## src/rtl/ram_rd_stream_pkg.sv

```systemverilog
// rtl/ram_rd_stream_pkg.sv - shared state encoding and skid FIFO sizing for ram_rd_stream
package ram_rd_stream_pkg;

    typedef enum logic [1:0] {
        ST_IDLE  = 2'd0,
        ST_RUN   = 2'd1,
        ST_DRAIN = 2'd2,
        ST_DONE  = 2'd3
    } state_t;

    localparam int SKID_DEPTH = 2;
    // Reads in flight plus words buffered may never exceed the FIFO depth.
    localparam int CREDIT_LIMIT = SKID_DEPTH;
    localparam int COUNT_W = $clog2(SKID_DEPTH + 1);

endpackage

```

## src/rtl/ram_rd_stream_skid_fifo.sv

```systemverilog
// rtl/ram_rd_stream_skid_fifo.sv - 2-entry shift FIFO with registered head entry
module rd_skid_fifo
    import ram_rd_stream_pkg::*;
#(
    parameter int W = 17
) (
    input  logic               clk,
    input  logic               rst,
    input  logic               push,
    input  logic [W-1:0]       din,
    input  logic               pop,
    output logic [W-1:0]       head,
    output logic [COUNT_W-1:0] count
);

    logic [W-1:0] entry0;
    logic [W-1:0] entry1;

    // entry0 is always the head, so the output comes straight from a flop.
    always_ff @(posedge clk) begin
        if (rst) begin
            entry0 <= '0;
            entry1 <= '0;
            count  <= '0;
        end else begin
            case ({push, pop})
                2'b10: begin
                    if (count == '0) entry0 <= din;
                    else             entry1 <= din;
                    count <= count + COUNT_W'(1);
                end
                2'b01: begin
                    entry0 <= entry1;
                    count  <= count - COUNT_W'(1);
                end
                2'b11: begin
                    if (count == COUNT_W'(1)) begin
                        entry0 <= din;
                    end else begin
                        entry0 <= entry1;
                        entry1 <= din;
                    end
                end
                default: ;
            endcase
        end
    end

    assign head = entry0;

endmodule

```

## src/rtl/ram_rd_stream.sv

```systemverilog
// rtl/ram_rd_stream.sv - streams a RAM address range out on valid/ready
// Optional clear-on-read write-back enabled by macro RAM_RD_STREAM_CLEAR_EN.
module ram_rd_stream
    import ram_rd_stream_pkg::*;
#(
    parameter int DEPTH = 256,
    parameter int AWID  = 8,
    parameter int DWID  = 16
) (
    input  logic            clk,
    input  logic            rst,
    input  logic            i_start,
    input  logic [AWID-1:0] i_base,
    input  logic [AWID:0]   i_len,
    output logic            o_busy,
    output logic            o_done,
    output logic [AWID-1:0] o_ram_addr,
    output logic            o_ram_we,
    output logic [DWID-1:0] o_ram_wdata,
    input  logic [DWID-1:0] i_ram_rdata,
    output logic            o_valid,
    output logic [DWID-1:0] o_data,
    output logic            o_last,
    input  logic            i_ready
);

    if (DEPTH != (1 << AWID)) begin : g_bad_depth
        $error("DEPTH must equal 2**AWID");
    end

    state_t               state_q, state_d;
    logic [AWID-1:0]      cur_addr_q;
    logic [AWID-1:0]      last_addr_q;
    logic [AWID:0]        remaining_q;
    logic                 inflight_q;
    logic                 inflight_last_q;
    logic [COUNT_W-1:0]   fifo_count;
    logic [DWID:0]        fifo_head;
    logic [COUNT_W:0]     credit_used;
    logic                 issue;
    logic                 pop;
    logic                 final_issue;

    assign pop         = o_valid & i_ready;
    assign credit_used = {1'b0, fifo_count} + {{COUNT_W{1'b0}}, inflight_q}
                       - {{COUNT_W{1'b0}}, pop};
    assign issue       = (state_q == ST_RUN) && (remaining_q != '0)
                       && (credit_used < (COUNT_W+1)'(CREDIT_LIMIT));
    assign final_issue = issue && (remaining_q == (AWID+1)'(1));

    always_comb begin
        state_d = state_q;
        case (state_q)
            ST_IDLE:  if (i_start) state_d = (i_len != '0) ? ST_RUN : ST_DONE;
            ST_RUN:   if (final_issue) state_d = ST_DRAIN;
            // Leave as soon as the last buffered word is handshaking this cycle.
            ST_DRAIN: if (!inflight_q && ((fifo_count == '0) ||
                          (fifo_count == COUNT_W'(1) && pop))) state_d = ST_DONE;
            ST_DONE:  state_d = ST_IDLE;
            default:  state_d = ST_IDLE;
        endcase
    end

    always_ff @(posedge clk) begin
        if (rst) begin
            state_q         <= ST_IDLE;
            cur_addr_q      <= '0;
            last_addr_q     <= '0;
            remaining_q     <= '0;
            inflight_q      <= 1'b0;
            inflight_last_q <= 1'b0;
        end else begin
            state_q         <= state_d;
            inflight_q      <= issue;
            inflight_last_q <= final_issue;
            if (state_q == ST_IDLE && i_start) begin
                cur_addr_q  <= i_base;
                remaining_q <= i_len;
            end
            if (issue) begin
                cur_addr_q  <= cur_addr_q + AWID'(1);
                last_addr_q <= cur_addr_q;
                remaining_q <= remaining_q - (AWID+1)'(1);
            end
        end
    end

    rd_skid_fifo #(.W(DWID + 1)) u_fifo (
        .clk   (clk),
        .rst   (rst),
        .push  (inflight_q),
        .din   ({inflight_last_q, i_ram_rdata}),
        .pop   (pop),
        .head  (fifo_head),
        .count (fifo_count)
    );

    assign o_busy     = (state_q != ST_IDLE);
    assign o_done     = (state_q == ST_DONE);
    assign o_ram_addr = issue ? cur_addr_q : last_addr_q;
    assign o_valid    = (fifo_count != '0);
    assign o_data     = fifo_head[DWID-1:0];
    assign o_last     = o_valid & fifo_head[DWID];

`ifdef RAM_RD_STREAM_CLEAR_EN
    // Same-address write in the issue cycle; the RAM returns the old word first.
    assign o_ram_we    = issue;
    assign o_ram_wdata = '0;
`else
    assign o_ram_we    = 1'b0;
    assign o_ram_wdata = '0;
`endif

endmodule

```

## config.mk

```make
export PLATFORM = sky130hd
export DESIGN_NAME = ram_rd_stream
export DESIGN_NICKNAME = d
export VERILOG_FILES = /design/src/rtl/ram_rd_stream_pkg.sv /design/src/rtl/ram_rd_stream_skid_fifo.sv /design/src/rtl/ram_rd_stream.sv
export SDC_FILE = /design/constraint.sdc
export NUM_CORES = 1
export LEC_CHECK = 0
export CAP_MARGIN = 30
export CORE_UTILIZATION = 55
export DETAILED_ROUTE_END_ITERATION = 6
export GPL_TIMING_DRIVEN = 0
export PLACE_DENSITY = 0.84
export SLEW_MARGIN = 10
export SYNTH_ARGS = -nofsm -noshare
export SYNTH_HDL_FRONTEND = slang
export SYNTH_HIERARCHICAL = 1
export SYNTH_SLANG_ARGS = --single-unit
```

## constraint.sdc

```tcl
create_clock -name clk -period 7.1 [get_ports clk]
set_input_delay 1.775 -clock clk [delete_from_list [all_inputs] [get_ports clk]]
set_output_delay 1.775 -clock clk [all_outputs]
set_load 0.05 [all_outputs]
```

==> qor.txt, run 1 <==
fin area: 0.00489 mm^2
Fill cells: 546
area of the core: 0.00679 mm^2
Post-synth ARST share: 0
DP Worst Slack: 94.9 ps
Post-synth EDFFs: 0
number of synthesized register bits: 65
post-DP HPWL: 7270 um
post-synth top area share: 0.337
die width: 85.8 um
Rel. slew slack: 0.515
Yosys cell types: 59
status: completed
TritonCTS clock tree: yes
Initial Utilization: 0.568
Tot Pwr: 2.09 mW
Min-Delay Path Class: flop to flop
antenna violations before repair: 0
CP max FO: 10
die area: 0.00736 mm^2
pwr/cell area: 427 mW/mm^2
VDD IR max: 252 uV
cts hold-fix bufs: 0
die height: 85.8 um
worst-margin pin slew: 723 ps
Syn Inst Count: 433
clock buffer depth: 2
leak pwr: 1.78 nW
Root Driver: clkbuf_8
RSZ-0062 raised after global routing: false
commonest non-fill, non-tap cell in the layout: dfxtp_1
post-synth top area cell: dfxtp_1
vias in the first global route: 3565
total number of vias: 3723
final worst setup slack: 143 ps
R2R setup slack: 3560 ps
DR DRC count: 0
skew final: 15.1 ps
register area: 0.00130 mm^2
critical path endpoint category: output pin
Worst-Skew Late Latency: 350 ps
max-cap violation count: 0
DRT antenna net count: 0
fin crit period: 6960 ps
Post-Route Setup TNS: 0 ps
final wirelength: 10100 um
layout cells sized above 1: 0.147
WL/cell: 16.2 um
CP arrival: 5180 ps
most frequent cells in the layout: dfxtp_1, clkdlybuf4s50_1, o21ai_0, a21oi_1, clkbuf_1
largest net degree at the start of global routing: 14
Slew Limit Fails: 0
clock slew at reported path FFs: 70 ps
DR vias/cell: 5.96
number of DRC markers in iteration 0: 286
Final period util: 0.980
Site Rows: 30
register area share after synthesis: 0.337
RD Place Congestion: 0.910
critical path launch point type: primary input
Main synth FF type: dfxtp_1
Post-CTS Setup Inserts: 0
Required @ worst endpoint: 5330 ps
multi-input combinational cell area: 0.00223 mm^2
CTS sink count: 65
Crit Path Class: primary input to output pin
final core utilization: 0.720
area grow syn2layout: 26.7%
f_max: 144 MHz
Detailed Routing Iterations Pass 1: 7
final hold vios: 0
# setup viols final: 0
Avg Cell Area, Syn: 8.91 um^2
nets@finish: 578
Synth Cell Area: 0.00386 mm^2
Clock H-tree levels: 3
grt ovf: 0
All-Layer GR Usage: 0.283
Num CTS Buffers: 9
first-pass GRT wire length: 16600 um
Port Buffers: 64
# IOs: 82
warnings from Yosys: 6
synth top area cells: dfxtp_1, o21ai_0, ha_1
ant diodes: 0
placed inst area: 0.00468 mm^2
[stage by stage]
step                hold WS, ps  std cells
global route                494        625
floorplan                   445        449
CTS                         470        625
global placement            451        609
finish                      474        625
detailed placement          458        609
[power breakdown]
group	switching [mW]	internal, mW	leakage (nW)
clock network	0.156	0.165	0.100
registers	0.0914	0.465	0.530
logic	0.732	0.481	1.15
total	0.979	1.11	1.78
[critical path: stages]
cell and delay (ps):
clkdlybuf4s50_1 470, and2_1 190, ha_1 250, nand2b_1 150, fa_1 510, nand2_1 150, a211o_1 300, buf_4 180
buf_6 150, mux2_2 240, clkdlybuf4s50_1 810
[repair_timing]
item / in CTS / in global routing
resized for setup: 0 / 2
hold endpoints to repair: 0 / 0
endpoints found under the setup margin: 0 / 5
[cell type report]
cell class,count,share of cell area
clock inverters,7,0.0159
multi-input cells,309,0.455
repair buffers,64,0.131
inverters,19,0.0146
flip-flops and latches,65,0.266
clock buffers,9,0.0253
well taps,96,0.0246
plain buffers,56,0.0670
[state kept, by name, summed over array words and instances, names as in the netlist]
name	count
state_q	2
inflight_q	1
cur_addr_q	8
u_fifo/count	2
inflight_last_q	1
remaining_q	9
last_addr_q	8
u_fifo/head	17
u_fifo/entry1	17
[logic make-up (layout without fill, tap and decap cells)]
| logic type | count (synthesis) | after routing | synth area share |
|---|---|---|---|
| AOI/OAI and AO/OA | 160 | 160 | 0.296 |
| and+or+nand+nor | 93 | 93 | 0.145 |
| buffers and inverters | 75 | 155 | 0.103 |
| DFF | 65 | 65 | 0.337 |
| muxes | 19 | 19 | 0.0538 |
| adders and majority gates | 17 | 17 | 0.0570 |
| xor gates and xnor gates | 3 | 3 | 0.00681 |
| other | 1 | 17 | 0.000972 |
[final timing paths]
kind,startpoint,end,cells past startpoint
max,i_ready,o_ram_addr[4],11
min,u_fifo/entry1[0],u_fifo/entry1[0],2
max reg2reg,u_fifo/count[0],cur_addr_q[7],9
min reg2reg,u_fifo/entry1[0],u_fifo/entry1[0],2
[synth_stat cells (3+ instances only)]
cell type,number
a211oi_1,3
a21oi_1,36
o21ai_0,41
nor3_1,5
and3_1,4
nand3_1,4
a31oi_1,3
buf_6,5
mux2i_1,5
nor2b_1,5
o31ai_1,17
xor2_1,3
o211ai_1,17
inv_1,19
nor4_1,3
dfxtp_1,65
mux2_2,14
o311ai_0,4
and4_1,3
a311oi_2,10
a311oi_1,10
ha_1,16
clkbuf_1,28
and2_1,16
nand2_1,15
buf_4,21
nor2_1,14
nand4_1,7
[layer usage]
| metal | part of all wire | global-route usage | vias up |
|---|---|---|---|
| li1 | - | - | 1781 |
| met1 | 0.42 | 0.346 | 1762 |
| met2 | 0.49 | 0.492 | 163 |
| met3 | 0.074 | 0.0587 | 17 |
| met4 | 0.015 | 0.105 | 0 |
| met5 | 0 | 0 | - |
Note: power is estimated with default switching activity, not from simulation.
==> run 2: changes to the inputs <==
CORE_UTILIZATION = 50   (was 55)
PLACE_DENSITY = 0.78   (was 0.84)
==> run 2 against run 1 <==
  * Hold slack got worse by 1.2 ps
  * Worst setup slack improved by 16 ps
  * Flip-flop and latch count unchanged
  * Via count rose by 0.32%
  * Highest routed layer unchanged
  * Largest power group unchanged
  * Routed wire length increased by 2.0%
  * Core utilization down 5.2 points
==> qor.txt, run 2 (same netlist as run 1, synthesis figures left out) <==
status: completed
Rel. slew slack: 0.523
# IOs: 82
Post-CTS Setup Inserts: 0
first-pass GRT wire length: 17100 um
nets@finish: 578
area grow syn2layout: 27.5%
RSZ-0062 raised after global routing: false
grt ovf: 0
DR DRC count: 0
f_max: 144 MHz
die area: 0.00807 mm^2
area of the core: 0.00737 mm^2
skew final: 12.4 ps
# setup viols final: 0
Min-Delay Path Class: flop to flop
Clock H-tree levels: 3
max-cap violation count: 0
Required @ worst endpoint: 5330 ps
final hold vios: 0
DRT antenna net count: 0
Num CTS Buffers: 9
commonest non-fill, non-tap cell in the layout: dfxtp_1
CP arrival: 5170 ps
DR vias/cell: 5.95
TritonCTS clock tree: yes
Inst Count DP: 612
Post-Route Setup TNS: 0 ps
Final Instance Count excl. Fillers: 628
All-Layer GR Usage: 0.260
Final period util: 0.978
Slew Limit Fails: 0
Root Driver: clkbuf_8
total number of vias: 3735
antenna violations before repair: 0
Port Buffers: 64
cts hold-fix bufs: 0
VDD IR max: 212 uV
CP max FO: 10
critical path launch point type: primary input
number of DRC markers in iteration 0: 284
clock slew at reported path FFs: 80 ps
largest net degree at the start of global routing: 14
vias in the first global route: 3680
Crit Path Class: primary input to output pin
RD Place Congestion: 0.865
WL/cell: 16.4 um
fin crit period: 6940 ps
pwr/cell area: 433 mW/mm^2
layout cells sized above 1: 0.147
Site Rows: 31
worst-margin pin slew: 715 ps
final wirelength: 10300 um
Worst-Skew Late Latency: 350 ps
Initial Utilization: 0.524
die width: 89.9 um
most frequent cells in the layout: dfxtp_1, clkdlybuf4s50_1, o21ai_0, a21oi_1, clkbuf_1
Detailed Routing Iterations Pass 1: 5
critical path endpoint category: output pin
leak pwr: 1.79 nW
ant diodes: 0
die height: 89.9 um
post-DP HPWL: 7300 um
clock buffer depth: 2
CTS sink count: 65
## run 2: cell count changes in the layout (fill, tap and decap cells not counted)
cell | previous run | this run
bufinv_16 | 1 | 2
clkinvlp_4 | 1 | 0
inv_6 | 2 | 1
inv_8 | 0 | 1
## run 2: worst paths after layout
check              startpoint               end  slack (ps)  depth (start not counted)
min          u_fifo/entry1[5]  u_fifo/entry1[5]         470                          2
max reg2reg   u_fifo/count[0]     cur_addr_q[7]        3660                          9
min reg2reg  u_fifo/entry1[5]  u_fifo/entry1[5]         470                          2
max                   i_ready     o_ram_addr[5]         160                         11
## run 2: power by group
group,switching [mW],internal (mW),leakage [nW]
clock,0.160,0.202,0.116
combinational,0.731,0.480,1.15
sequential,0.0919,0.465,0.530
## run 2: through the flow
step / power (mW) / setup slack [ps] / area, um^2 / hold slack [ps] / util
6_report: 2.13 / 159 / 4920 / 473 / 0.668
2_1_floorplan: 1.44 / 1410 / 3920 / 445 / -
5_1_grt: 2.26 / 17.0 / 4920 / 494 / 0.668
3_5_place_dp: 1.75 / 28.0 / 4680 / 460 / 0.636
3_3_place_gp: 1.73 / 88.9 / 4680 / 451 / 0.636
4_1_cts: 2.12 / 24.5 / 4910 / 471 / 0.666
## run 2: layer usage
metal  GRT usage  up-vias  routed length [um]
li1            -     1772                   -
met1       0.325     1742                4280
met2       0.429      192                4990
met3      0.0440       29                 832
met4       0.141        0                 225
met5           0        -                   0
## run 2: cell type report
| cell class | instances | area [um^2] |
|---|---|---|
| plain buffers | 56 | 328 |
| clock buffers | 9 | 124 |
| clock inverters | 7 | 103 |
| fillers | 623 | 2450 |
| inverters | 19 | 71.3 |
| multi-input cells | 309 | 2230 |
| flip-flops and latches | 65 | 1300 |
| well taps | 99 | 124 |
| repair buffers | 64 | 643 |
## run 2: worst max-delay path: stages
cell and delay [ps]:
clkdlybuf4s50_1 470, and2_1 200, ha_1 240, nand2b_1 150
fa_1 500, nand2_1 150, a211o_1 300, buf_4 180
buf_6 160, mux2_2 230, clkdlybuf4s50_1 800
## run 2: repair_timing
action / in CTS / in global routing
hold endpoints to repair: 0 / 0
gates resized for setup: 0 / 2
endpoints found under the setup margin: 0 / 5
